## src/rtl/latch_dump_serializer.sv

```systemverilog
// latch_dump_serializer
//  Dumps N_CH debug/pipeline-latch channels to a byte-wide UART transmitter.
//  A dump snapshots all channels and the channel mask on i_start. It then walks the
//  selected channels in ascending order and sends each one MSB byte first, using a
//  start/done handshake with uart_tx.
//  Optional build macro: LATCH_DUMP_CHECKSUM_EN appends an XOR checksum byte to the frame.
module latch_dump_serializer #(
   parameter int NB_DATA = 8,
   parameter int NB_CH   = 144,
   parameter int N_CH    = 4
) (
   input  logic                    i_clk,
   input  logic                    i_reset,
   input  logic [N_CH*NB_CH-1:0]   i_channels,
   input  logic [N_CH-1:0]         i_ch_mask,
   input  logic                    i_start,
   input  logic                    i_tx_done,
   output logic [NB_DATA-1:0]      o_tx_data,
   output logic                    o_tx_start,
   output logic                    o_busy,
   output logic                    o_done
);

   localparam int NB_BYTES = (NB_CH + 7) / 8;
   localparam int NB_PAD   = NB_BYTES * 8;
   localparam int NB_SEL   = (N_CH > 1) ? $clog2(N_CH) : 1;
   localparam int NB_CIDX  = $clog2(N_CH + 1);
   localparam int NB_BIDX  = (NB_BYTES > 1) ? $clog2(NB_BYTES) : 1;
   localparam logic [NB_BIDX-1:0] BYTE_TOP = NB_BIDX'(NB_BYTES - 1);

   typedef enum logic [2:0] {
      S_IDLE,
      S_SEEK,
      S_SEND,
      S_WAIT,
`ifdef LATCH_DUMP_CHECKSUM_EN
      S_CSUM,
      S_CWAIT,
`endif
      S_DONE
   } state_t;

   state_t                   r_state;
   state_t                   w_state_next;
   logic [N_CH*NB_CH-1:0]    r_snap;
   logic [N_CH-1:0]          r_mask;
   logic [NB_CIDX-1:0]       r_ch_idx;
   logic [NB_SEL-1:0]        r_sel;
   logic [NB_BIDX-1:0]       r_byte_idx;
   logic [N_CH-1:0]          w_hit;
   logic                     w_found;
   logic [NB_SEL-1:0]        w_sel;
   logic [NB_PAD-1:0]        w_cur;
   logic [NB_DATA-1:0]       w_byte;
`ifdef LATCH_DUMP_CHECKSUM_EN
   logic [NB_DATA-1:0]       r_csum;
`endif

   // A channel is a candidate when it is masked in and not yet passed.
   for (genvar gi = 0; gi < N_CH; gi++) begin : g_hit
      assign w_hit[gi] = r_mask[gi] & (NB_CIDX'(gi) >= r_ch_idx);
   end

   // Priority pick of the lowest candidate channel.
   always_comb begin
      w_found = |w_hit;
      w_sel   = '0;
      for (int k = N_CH - 1; k >= 0; k--) begin
         if (w_hit[k]) w_sel = NB_SEL'(k);
      end
   end

   // Current byte: selected channel zero-extended to whole bytes, then byte byte_idx.
   assign w_cur  = NB_PAD'(r_snap[r_sel*NB_CH +: NB_CH]);
   assign w_byte = w_cur[r_byte_idx*8 +: NB_DATA];

   // State register.
   always_ff @(posedge i_clk or posedge i_reset) begin
      if (i_reset) r_state <= S_IDLE;
      else         r_state <= w_state_next;
   end

   // Next-state and output decode.
   always_comb begin
      w_state_next = r_state;
      o_tx_data    = '0;
      o_tx_start   = 1'b0;
      o_busy       = 1'b0;
      o_done       = 1'b0;
      case (r_state)
         S_IDLE: begin
            if (i_start) w_state_next = S_SEEK;
         end
         S_SEEK: begin
            o_busy = 1'b1;
            if (w_found) w_state_next = S_SEND;
`ifdef LATCH_DUMP_CHECKSUM_EN
            else         w_state_next = S_CSUM;
`else
            else         w_state_next = S_DONE;
`endif
         end
         S_SEND: begin
            o_busy       = 1'b1;
            o_tx_start   = 1'b1;
            o_tx_data    = w_byte;
            w_state_next = S_WAIT;
         end
         S_WAIT: begin
            o_busy    = 1'b1;
            o_tx_data = w_byte;
            if (i_tx_done) w_state_next = (r_byte_idx != '0) ? S_SEND : S_SEEK;
         end
`ifdef LATCH_DUMP_CHECKSUM_EN
         S_CSUM: begin
            o_busy       = 1'b1;
            o_tx_start   = 1'b1;
            o_tx_data    = r_csum;
            w_state_next = S_CWAIT;
         end
         S_CWAIT: begin
            o_busy    = 1'b1;
            o_tx_data = r_csum;
            if (i_tx_done) w_state_next = S_DONE;
         end
`endif
         S_DONE: begin
            o_done       = 1'b1;
            w_state_next = S_IDLE;
         end
         default: w_state_next = S_IDLE;
      endcase
   end

   // Snapshot, channel/byte walk and running checksum.
   always_ff @(posedge i_clk or posedge i_reset) begin
      if (i_reset) begin
         r_snap     <= '0;
         r_mask     <= '0;
         r_ch_idx   <= '0;
         r_sel      <= '0;
         r_byte_idx <= '0;
`ifdef LATCH_DUMP_CHECKSUM_EN
         r_csum     <= '0;
`endif
      end else begin
         case (r_state)
            S_IDLE: begin
               if (i_start) begin
                  r_snap     <= i_channels;
                  r_mask     <= i_ch_mask;
                  r_ch_idx   <= '0;
                  r_byte_idx <= BYTE_TOP;
`ifdef LATCH_DUMP_CHECKSUM_EN
                  r_csum     <= '0;
`endif
               end
            end
            S_SEEK: begin
               if (w_found) r_sel <= w_sel;
            end
`ifdef LATCH_DUMP_CHECKSUM_EN
            S_SEND: r_csum <= r_csum ^ w_byte;
`endif
            S_WAIT: begin
               if (i_tx_done) begin
                  if (r_byte_idx != '0) begin
                     r_byte_idx <= r_byte_idx - 1'b1;
                  end else begin
                     r_ch_idx   <= NB_CIDX'(r_sel) + NB_CIDX'(1);
                     r_byte_idx <= BYTE_TOP;
                  end
               end
            end
            default: ;
         endcase
      end
   end

endmodule
```

## config.mk

```make
export PLATFORM = sky130hd
export DESIGN_NAME = latch_dump_serializer
export DESIGN_NICKNAME = d
export VERILOG_FILES = /design/src/rtl/latch_dump_serializer.sv
export SDC_FILE = /design/constraint.sdc
export NUM_CORES = 2
export LEC_CHECK = 0
export CELL_PAD_IN_SITES_DETAIL_PLACEMENT = 0
export CELL_PAD_IN_SITES_GLOBAL_PLACEMENT = 1
export CORE_AREA = 2 2 269 271
export DETAILED_ROUTE_END_ITERATION = 12
export DIE_AREA = 0 0 271 273
export PLACE_DENSITY_LB_ADDON = 0.2
export SETUP_SLACK_MARGIN = 0.2
export SYNTH_ARGS = -nofsm -noshare
export SYNTH_HDL_FRONTEND = slang
export SYNTH_SLANG_ARGS = --single-unit
```

## constraint.sdc

```tcl
create_clock -name i_clk -period 21.6 [get_ports i_clk]
set_clock_uncertainty 0.05 [all_clocks]
set_input_delay 5.4 -clock i_clk [delete_from_list [all_inputs] [get_ports i_clk]]
set_output_delay 5.4 -clock i_clk [all_outputs]
set_load 0.005 [all_outputs]
```

==> flow_metrics.tcl <==
set metrics [dict create \
    share_seq_of_total_power 0.405 \
    achievable-frequency_mhz 91.7 \
    setup.worst_path.end_class "primary output" \
    global_route_wire_length_before_repair_mm 125 \
    globalRouteTotalUtil 0.232 \
    grt_max_degree 198 \
    finish.instance_area_um2 36000 \
    finalSetupViolations 0 \
    p_clk_frac 0.244 \
    postSynthCellCount 1630 \
    synth-edff-count 0 \
    synth_cell_type_count 46 \
    worst-endpoint-required_ns 16.15 \
    max-slew-margin-rel 0.182 \
    seq_total_area_yosys 0.555 \
    post_route_cells_drive_above_1_share 0.393 \
    initial_utilization 0.377 \
    fin_setup_tns_ns 0 \
    cts_resized 0 \
    cts_tree "yes" \
    worstPathMaxFanout 60 \
    post_drt_via_cell_ratio 5.23 \
    p_comb_frac 0.351 \
    ys_ff_latch 593 \
    wl_per_cell_um 26.8 \
    cts.clk_slew.worst_paths_ns 0.06 \
    start_kind "register" \
    drt-initial-drc-count 1012 \
    synth-main-ff-cell "sky130_fd_sc_hd__dfrtp_1" \
    x_dimension_of_the_die_um 271 \
    maxCapViolCount 0 \
    port_buffers 594 \
    floorplan.core_area_um2 71000 \
    setup.worst_path.class "register to primary output" \
    synth.net_count 2216 \
    cts_setup_buffers 0 \
    maximum_number_of_buffers_from_clock_root_to_sink 3 \
    worst_skew_pair_later_pin_latency_ns 0.60 \
    detailed_place_hpwl_mm 63.6 \
    power_leakage_nw 14.8 \
    routed-via-count 16800 \
    number_of_global_route_vias_before_repair 18500 \
    synth_top_area_cells "sky130_fd_sc_hd__dfrtp_1 (55%), sky130_fd_sc_hd__mux2_2 (25%), sky130_fd_sc_hd__mux4_2 (14%), sky130_fd_sc_hd__buf_2 (1.5%), sky130_fd_sc_hd__mux2i_1 (0.97%)" \
    placedInstanceArea_um2 33500 \
    cts.sinks 593 \
    ys_async_sr_fraction 1.00 \
    area.growth.synth_to_final_pct 34.5 \
    sw_power_w 0.00154 \
    placement_rows 98 \
    mostFrequentLayoutCells "sky130_fd_sc_hd__clkdlybuf4s50_1 (594), sky130_fd_sc_hd__dfrtp_1 (589), sky130_fd_sc_hd__mux2_2 (583)" \
    vdd.ir_drop.worst_mv 0.0665 \
    final.min_clock_period_ns 10.90 \
    detail_route.first_pass.iterations 4 \
    dieHeight_um 273 \
    drv_slew 0 \
    total_power_w 0.00504 \
    period_utilisation_layout 0.505 \
    holdCritPathClass "register to register" \
    cts-root-buf "sky130_fd_sc_hd__clkbuf_16" \
    die-area_um2 74000 \
    antenna_violations_before_repair 23 \
    worst-slew-pin-transition_ns 1.23 \
    detail_route.wirelength_mm 86.2 \
    cts-hold-fix-buffers 0 \
    route.detailed.drc 0 \
    outcome "finished, final reports clean" \
    syn-cell-area_um2 26700 \
    cell_internal_pwr_w 0.00350 \
    synth_area_leader_cell "sky130_fd_sc_hd__dfrtp_1" \
    gpl.final_weighted_congestion 0.809 \
    final_util 0.507 \
    final_net_count 2785 \
    grt_setup_unrepaired "false" \
    cts_buf_count 68 \
    cp.arrival_ns 5.45 \
    postRouteAntennaNets 0 \
    i_o_pin_count 595 \
    synth.yosys.warnings 0 \
    sw_frac_of_total 0.306 \
    final-hold-violation-count 0 \
    power_per_cell_area_nw_per_um2 140 \
    post_synth.cell_area_avg_um2 16.4 \
    mostFrequentLayoutCell "sky130_fd_sc_hd__clkdlybuf4s50_1" \
    number_of_levels_in_the_clock_h_tree 3 \
    grt-ovfl-total 0 \
    netlist.area_leader.share 0.555 \
]
==> power groups by stage <==
stage | sequential (W) | combinational [W] | clock, W
after CTS | 0.00204 | 0.00179 | 0.00126
after detailed placement | 0.00206 | 0.00178 | 0
final | 0.00204 | 0.00177 | 0.00123
after global routing | 0.00211 | 0.00189 | 0.00131
after global placement | 0.00204 | 0.00175 | 0
after floorplan | 0.00187 | 0.00130 | 0
==> stage by stage <==
stage | setup slack, ns | instances | hold slack [ns]
2_1_floorplan | 8.06 | 1630 | 0.423
3_5_place_dp | 11.27 | 3079 | 0.441
3_3_place_gp | 11.32 | 3079 | 0.433
5_1_grt | 10.46 | 3218 | 0.462
6_report | 10.70 | 3219 | 0.451
4_1_cts | 10.62 | 3204 | 0.454
==> area by class of cell <==
type / instances / area (um^2)
antenna: 15 / 37.5
clock buffer: 104 / 2110
clock inverter: 21 / 313
fill: 5927 / 35000
inverter: 7 / 32.5
multi-input combinational: 915 / 11300
sequential: 593 / 14800
tap: 950 / 1190
timing repair buffer: 614 / 6150
==> layer usage <==
layer | part of all wire | wire [um] | up-vias | track usage
met5 | 0.00097 | 84 | - | 0
met3 | 0.061 | 5280 | 115 | 0.0561
met1 | 0.41 | 35400 | 8881 | 0.295
met2 | 0.50 | 43300 | 530 | 0.388
met4 | 0.025 | 2160 | 12 | 0.0795
li1 | - | - | 7311 | -
==> cell families (layout without fill, tap and decap cells) <==
group                      count (synthesis)  count (layout)  synth area share
muxes                                    770             770             0.391
AOI/OAI and AO/OA                         58              58            0.0146
and+or+nand+nor                           85              85            0.0154
DFF                                      593             593             0.555
buffers and inverters                    122             746            0.0235
adders and majority gates                  2               2          0.000936
other                                      0              15                 0
==> critical path: stages, from the launching register on <==
cell	delay, ns
sky130_fd_sc_hd__dfrtp_4	1.03
sky130_fd_sc_hd__buf_4	0.89
sky130_fd_sc_hd__buf_4	0.68
sky130_fd_sc_hd__mux4_2	0.42
sky130_fd_sc_hd__mux4_2	0.49
sky130_fd_sc_hd__a22oi_1	0.58
sky130_fd_sc_hd__nand2_1	0.14
sky130_fd_sc_hd__clkdlybuf4s50_1	0.54
==> synthesized netlist by cell type (2+ instances only) <==
cell type                   number
sky130_fd_sc_hd__clkbuf_1       19
sky130_fd_sc_hd__nand2b_1        3
sky130_fd_sc_hd__nand3_1        16
sky130_fd_sc_hd__nor2b_1         4
sky130_fd_sc_hd__a211oi_1        5
sky130_fd_sc_hd__a221oi_1        2
sky130_fd_sc_hd__mux2_2        583
sky130_fd_sc_hd__inv_1           6
sky130_fd_sc_hd__nor2_1         17
sky130_fd_sc_hd__o41ai_1         3
sky130_fd_sc_hd__o21ai_0         8
sky130_fd_sc_hd__o22ai_1         5
sky130_fd_sc_hd__mux2i_1        26
sky130_fd_sc_hd__buf_1           3
sky130_fd_sc_hd__buf_6           7
sky130_fd_sc_hd__o2111ai_1       3
sky130_fd_sc_hd__nand2_1        31
sky130_fd_sc_hd__buf_4           4
sky130_fd_sc_hd__a22oi_1         5
sky130_fd_sc_hd__o31ai_1         2
sky130_fd_sc_hd__buf_2          82
sky130_fd_sc_hd__ha_1            2
sky130_fd_sc_hd__o21ai_1         3
sky130_fd_sc_hd__nand4_1         2
sky130_fd_sc_hd__nor3_1          2
sky130_fd_sc_hd__nor3b_1         2
sky130_fd_sc_hd__mux4_2        161
sky130_fd_sc_hd__a21oi_1        12
sky130_fd_sc_hd__a31o_1          2
sky130_fd_sc_hd__nor4b_1         2
sky130_fd_sc_hd__dfrtp_1       593
==> path summary, 6_finish.rpt <==
kind | start | endpoint | slack (ns) | cells after the start
max reg2reg | r_state[1] | r_snap[77] | 17.12 | 5
min | r_snap[458] | r_snap[458] | 0.45 | 1
min reg2reg | r_snap[458] | r_snap[458] | 0.45 | 1
min in group asynchronous | i_reset | r_snap[316] | 5.44 | 3
max in group asynchronous | i_reset | r_snap[326] | 12.69 | 6
max | r_sel[0] | o_tx_data[3] | 10.70 | 7
==> sequential cells by signal (all words and copies together) (netlist names) <==
| register | cells |
|---|---|
| r_sel | 2 |
| r_snap | 576 |
| r_ch_idx | 3 |
| r_state | 3 |
| r_mask | 4 |
| r_byte_idx | 5 |
Power figures use the tool's default switching activity.
